### config.mk
export PLATFORM = sky130hd
export DESIGN_NAME = alu_serial_sequencer
export DESIGN_NICKNAME = d
export VERILOG_FILES = /design/src/rtl/alu_seq_pkg.sv /design/src/rtl/bit_shift_reg.sv /design/src/rtl/alu_serial_sequencer.sv
export SDC_FILE = /design/constraint.sdc
export NUM_CORES = 1
export LEC_CHECK = 0
export CORE_ASPECT_RATIO = 0.9
export CORE_MARGIN = 10
export CORE_UTILIZATION = 50
export DETAILED_ROUTE_END_ITERATION = 8
export PLACE_DENSITY_LB_ADDON = 0.25
export REMOVE_ABC_BUFFERS = 1
export SLEW_MARGIN = 15
export SYNTH_ARGS = -nofsm -noshare
export SYNTH_HDL_FRONTEND = slang
export SYNTH_SLANG_ARGS = --single-unit
export TNS_END_PERCENT = 100
### constraint.sdc
create_clock -name clk -period 3.1 [get_ports clk]
set_input_delay 0.62 -clock clk [delete_from_list [all_inputs] [get_ports clk]]
set_output_delay 0.62 -clock clk [all_outputs]
set_load 0.03 [all_outputs]
### src/rtl/alu_seq_pkg.sv
// Shared types and constants for the serial ALU sequencer and its shift registers.
package alu_seq_pkg;

  localparam int DEFAULT_WIDTH = 8;
  localparam int OP_WIDTH      = 3;

  typedef enum logic [1:0] {
    IDLE  = 2'd0,
    SHIFT = 2'd1,
    DONE  = 2'd2
  } state_t;

endpackage

### src/rtl/bit_shift_reg.sv
// Parallel-load register that shifts right by one per enable, filling the MSB from serial_in.
module bit_shift_reg #(
  parameter int WIDTH = 8
) (
  input  logic             clk,
  input  logic             rst_n,
  input  logic             load,
  input  logic [WIDTH-1:0] load_data,
  input  logic             shift_en,
  input  logic             serial_in,
  output logic [WIDTH-1:0] q
);

  // Load wins over shift so a new operation always starts from fresh operands.
  always_ff @(posedge clk) begin
    if (!rst_n) begin
      q <= '0;
    end else if (load) begin
      q <= load_data;
    end else if (shift_en) begin
      q <= {serial_in, q[WIDTH-1:1]};
    end
  end

endmodule

### src/rtl/alu_serial_sequencer.sv
// Bit-serial ALU sequencer: streams operand bit pairs LSB first through an external
// logic-extender slice and assembles the slice's output bits into a held result.
module alu_serial_sequencer
  import alu_seq_pkg::*;
#(
  parameter int WIDTH = DEFAULT_WIDTH
) (
  input  logic                clk,
  input  logic                rst_n,
  input  logic                start,
  input  logic [WIDTH-1:0]    a_in,
  input  logic [WIDTH-1:0]    b_in,
  input  logic [OP_WIDTH-1:0] op_in,
  output logic                a_i,
  output logic                b_i,
  output logic                M,
  output logic                S1,
  output logic                S0,
  input  logic                x_i,
  output logic                busy,
  output logic                done,
  output logic [WIDTH-1:0]    result,
  output logic                zero
);

  localparam int            CW   = $clog2(WIDTH);
  localparam logic [CW-1:0] LAST = CW'(WIDTH - 1);

  state_t              state;
  logic [CW-1:0]       cnt;
  logic [OP_WIDTH-1:0] op_q;
  logic [WIDTH-1:0]    a_q;
  logic [WIDTH-1:0]    b_q;
  logic [WIDTH-1:0]    res_q;
  logic [WIDTH-1:0]    res_next;
  logic                accept;
  logic                shifting;
  logic                unused_bits;

  assign accept   = (state == IDLE) && start;
  assign shifting = (state == SHIFT);

  // The final slice bit is folded in directly so result is complete on entry to DONE.
  assign res_next = {x_i, res_q[WIDTH-1:1]};

  bit_shift_reg #(.WIDTH(WIDTH)) u_a_sr (
    .clk       (clk),
    .rst_n     (rst_n),
    .load      (accept),
    .load_data (a_in),
    .shift_en  (shifting),
    .serial_in (1'b0),
    .q         (a_q)
  );

  bit_shift_reg #(.WIDTH(WIDTH)) u_b_sr (
    .clk       (clk),
    .rst_n     (rst_n),
    .load      (accept),
    .load_data (b_in),
    .shift_en  (shifting),
    .serial_in (1'b0),
    .q         (b_q)
  );

  bit_shift_reg #(.WIDTH(WIDTH)) u_res_sr (
    .clk       (clk),
    .rst_n     (rst_n),
    .load      (accept),
    .load_data ('0),
    .shift_en  (shifting),
    .serial_in (x_i),
    .q         (res_q)
  );

  assign unused_bits = ^{a_q[WIDTH-1:1], b_q[WIDTH-1:1], res_q[0]};

  // Slice drive is forced low outside SHIFT so the downstream slice sees a quiet bus.
  assign a_i          = shifting & a_q[0];
  assign b_i          = shifting & b_q[0];
  assign {M, S1, S0}  = shifting ? op_q : '0;

  // Sequencer FSM; result/zero only change on the last shift so partial results stay hidden.
  always_ff @(posedge clk) begin
    if (!rst_n) begin
      state  <= IDLE;
      cnt    <= '0;
      op_q   <= '0;
      busy   <= 1'b0;
      done   <= 1'b0;
      result <= '0;
      zero   <= 1'b1;
    end else begin
      done <= 1'b0;
      case (state)
        IDLE: begin
          if (start) begin
            op_q  <= op_in;
            cnt   <= '0;
            busy  <= 1'b1;
            state <= SHIFT;
          end
        end
        SHIFT: begin
          if (cnt == LAST) begin
            busy   <= 1'b0;
            done   <= 1'b1;
            result <= res_next;
            zero   <= (res_next == '0);
            state  <= DONE;
          end else begin
            cnt <= cnt + 1'b1;
          end
        end
        DONE: begin
          state <= IDLE;
        end
        default: begin
          state <= IDLE;
        end
      endcase
    end
  end

endmodule

* Yosys cells after proc, flatten, opt, wreduce, memory -nomap -nowiden *
Index checks and enable logic that the tools add are counted.

word-level totals
  register bits after elaboration = 43
  output and inout bits = 16

operators by class
  mux-type cells = 15
  reductions and logical operators = 12
  bitwise operators = 3
  equal/unequal tests = 5
  $add $sub $neg = 1

operator list
  cell                   number
  $mux W8                4
  $mux W3                3
  $logic_not A8 Y1       1
  $reduce_and A2 Y1      4
  $pmux W3 S2            1
  $reduce_and A3 Y1      2
  $mux W2                2
  $ne A2 B2 Y1 const B   2
  $pmux W2 S2            1
  $reduce_bool A2 Y1     2
  $add A3 B1 Y3 const B  1
  $eq A3 B3 Y1 const B   1
  $mux W1                3
  $and A1 B1 Y1          2
  $eq A2 B1 Y1 const B   1
  $logic_not A2 Y1       1
  $ne A2 B1 Y1 const B   1
  $pmux W1 S2            1
  $reduce_or A2 Y1       1
  $logic_and A1 B1 Y1    1
  $not A1 Y1             1

* Logic depth before layout (Yosys ltp) *
  word-level depth = 3
  mapped depth = 6

* By module *
A second synthesis with hierarchy kept.

unflattened totals
  cells, all modules = 199
  area total of the unflattened synthesis = 2123.3 um^2

modules (own cells, without submodules)
  module                area each (um^2)  times used  cells each  sequential area each (um^2)
  bit_shift_reg         440.4             3           35          160.2
  alu_serial_sequencer  802.0             1           94          380.4

* Worst setup path before layout *
No wires, ideal clock.

  path kind = reg2out
  start point = register state[1]
  end point = output M
  required time = 2.480 ns
  data arrival time = 1.110 ns
  path buffers = 2
  cell stages (with the launch flop) = 5
  path slack = 1.370 ns
  path through = dfxtp_1 > buf_6 > and2b_4 > buf_4 > and2_1

on the way
  word-level cells in the longest chain between the ends = 2

RTL lines
  element                 line                         text
  from (decl)             alu_serial_sequencer.sv:29   state_t state;
  from (signal assigned)  alu_serial_sequencer.sv:86   state <= IDLE;
  from (signal assigned)  alu_serial_sequencer.sv:101  state <= SHIFT;
  from (signal assigned)  alu_serial_sequencer.sv:110  state <= DONE;
  $eq A2 B1 Y1            alu_serial_sequencer.sv:41   assign shifting = (state == SHIFT);
  $mux W3                 alu_serial_sequencer.sv:81   assign {M, S1, S0} = shifting ? op_q : '0;
  to (decl)               alu_serial_sequencer.sv:16   output logic M,

Every way passes these cells.

* Final worst setup path *
  start point = register state[0]
  end point = output S1

on the way
  word-level cells in the longest chain between the ends = 2

RTL lines
  element       line                        text
  $eq A2 B1 Y1  alu_serial_sequencer.sv:41
  $mux W3       alu_serial_sequencer.sv:81
  to (decl)     alu_serial_sequencer.sv:17  output logic S1,

Every way passes these cells.

==> results_dict.tcl <==
set metrics [dict create \
    status "finished clean" \
    grt_pass1_vias 1358 \
    critPathCaptureType "output pin" \
    timing.rr.start "cnt[0]$_SDFFE_PN0P_" \
    worstHoldStart "zero$_SDFFE_PN1P_" \
    die-area_um2 6234 \
    skew_ps 3.244 \
    ys_ff_latch 42 \
    overflow 0 \
    die_w_um 82.12 \
    antenna_found_initial 0 \
    rr_endpoint "result[7]$_SDFFE_PN0P_" \
    root_buffer "clkbuf_8" \
    yosysSeqAreaShare_pct 48.41 \
    drive_gt1_share_pct 5.991 \
    cts_resized 0 \
    cts_made_buffers 5 \
    synth_top_area_share_pct 48.41 \
    synth_cells 183 \
    period_minus_slack_ps 2685 \
    ys_top_cells_by_area "dfxtp_1 (48%), mux2i_1 (6.3%), a21oi_1 (6.1%)" \
    worstSetupStartpoint "state[0]$_SDFFE_PN0P_" \
    ant_nets 0 \
    cp_max_fo 16 \
    rsz0062_at_grt "false" \
    cts_hold_buf 0 \
    startpoint_type "flop" \
    gp_congestion 0.7490 \
    core_area_um2 3353 \
    die_height_um 75.91 \
    post-route-period-util_pct 86.60 \
    reg2regPathDepth 5 \
    wl_per_cell_um 15.31 \
    rows 20 \
    hold_violations 0 \
    cts_buffer_depth 2 \
    clk_pin_slew_ps 80 \
    max_freq_ghz 0.3725 \
    hold_end "zero$_SDFFE_PN1P_" \
    most-common-layout-cells "dfxtp_1 (42), clkdlybuf4s50_1 (38), a21oi_1 (21), o21ai_0 (18), nand2_1 (17)" \
    grt_max_degree 21 \
    min_path_type "reg -> reg" \
    route.vias.total 1430 \
    grt_pass1_wl_mm 6.596 \
    synthToLayoutAreaGrowth_pct 26.51 \
    worstSetupPathType "reg -> out" \
    drt-initial-drc-count 105 \
    totalWireLength_mm 3.996 \
    cts_tree "yes" \
    worstPathRequired_ps 2480 \
    clk_latency_ps 300 \
    ys_warn_count 0 \
    yosys.area.top_type "dfxtp_1" \
    postCtsSetupBuffers 0 \
    slew_headroom_pct 60.35 \
    powerDensity_nw_per_um2 514.0 \
    grt.total_usage_pct 13.28 \
    antennaDiodeCount 0 \
    cap_viol_max_count 0 \
    worst-slew-pin-transition_ps 592.9 \
    ios 39 \
    layout_commonest_cell "dfxtp_1" \
    syn-cell-area_um2 1737 \
    io_buffer_count 38 \
    htreeDepth 2 \
    drc 0 \
    yosys.cell_types.count 31 \
    final_nets 241 \
    holdPathStages 2 \
    holdWs_ps 476.3 \
    fin_setup_tns_ps 0 \
    finalSetupViolCount 0 \
    cts_num_sinks 42 \
    hpwl_mm 2.896 \
    rrSetupSlack_ps 1290 \
    start_util_pct 51.79 \
    maxSlewViolCount 0 \
    worstPathArrival_ps 2060 \
    viasPerCell 5.479 \
    cellLeakagePower_uw 0.0008482 \
    first_pass_iters 4 \
    ir_drop_mv 0.2866 \
    syn_area_per_cell_um2 9.490 \
]
-- registers in the layout (all words and copies together) (netlist names) --
name        flops
cnt             3
u_b_sr.q        8
u_a_sr.q        8
done            1
zero            1
state           2
u_res_sr.q      7
busy            1
result          8
op_q            3
-- worst max-delay path by stage --
stage	to	slack [ps]
global placement	S1	810
detailed placement	S1	740
floorplan	M	1370
CTS	S1	390
finish	S1	420
global route	S1	320
-- metal layers --
layer	global-route usage, %	routed length, um
met1	16.23	1785
met2	19.44	1826
met3	6.014	317
met4	5.612	67
met5	0	0
-- power by group --
| group | switching [uW] | internal, uW |
|---|---|---|
| combinational | 60.5 | 65.2 |
| clock | 184 | 241 |
| sequential | 15.4 | 564 |
| total | 260 | 870 |
-- stage by stage --
stage               area [um^2]  power [uW]  util, %  cells  setup WS, ps
global route               2197        1177    65.52    261         317.2
finish                     2197        1129    65.52    261         415.5
global placement           2091       710.6    62.35    253         807.1
floorplan                  1648       656.1        -    170          1373
detailed placement         2091       716.9    62.35    253         735.1
CTS                        2197        1137    65.52    261         388.6
-- Yosys cell counts (all sizes together) --
cell type / count
mux2i: 11
nand2: 17
a21boi: 3
buf: 10
and3: 4
o22ai: 14
inv: 2
and2b: 1
nor2b: 12
nand2b: 3
and2: 5
nor2: 1
clkinv: 1
nand3: 3
a31o: 1
nor4b: 1
nand4: 1
clkbuf: 3
ha: 2
a21oi: 21
o21ai: 18
nand3b: 1
nor3b: 1
a32o: 2
nor4: 2
dfxtp: 42
o21ba: 1
-- cell type report --
class,count,area (um^2)
fillers,278,1156
flip-flops and latches,42,840.8
multi-input cells,125,795.8
repair buffers,39,387.9
clock buffers,7,76.32
well taps,44,55.05
clock inverters,1,30.03
inverters,3,11.26
-- cells by family after synthesis --
family | share of synthesized area (%)
buf+inv | 5.763
flops | 48.42
simple gates | 17.87
compound gates | 20.17
mux | 6.340
fa+ha+maj | 1.441
-- worst max-delay path, cell delays in order (launching register included) --
cell,delay (ps)
dfxtp_1,590
and2b_4,330
and2_1,160
clkdlybuf4s50_1,680
No activity file was read; power rests on OpenSTA's default activity.
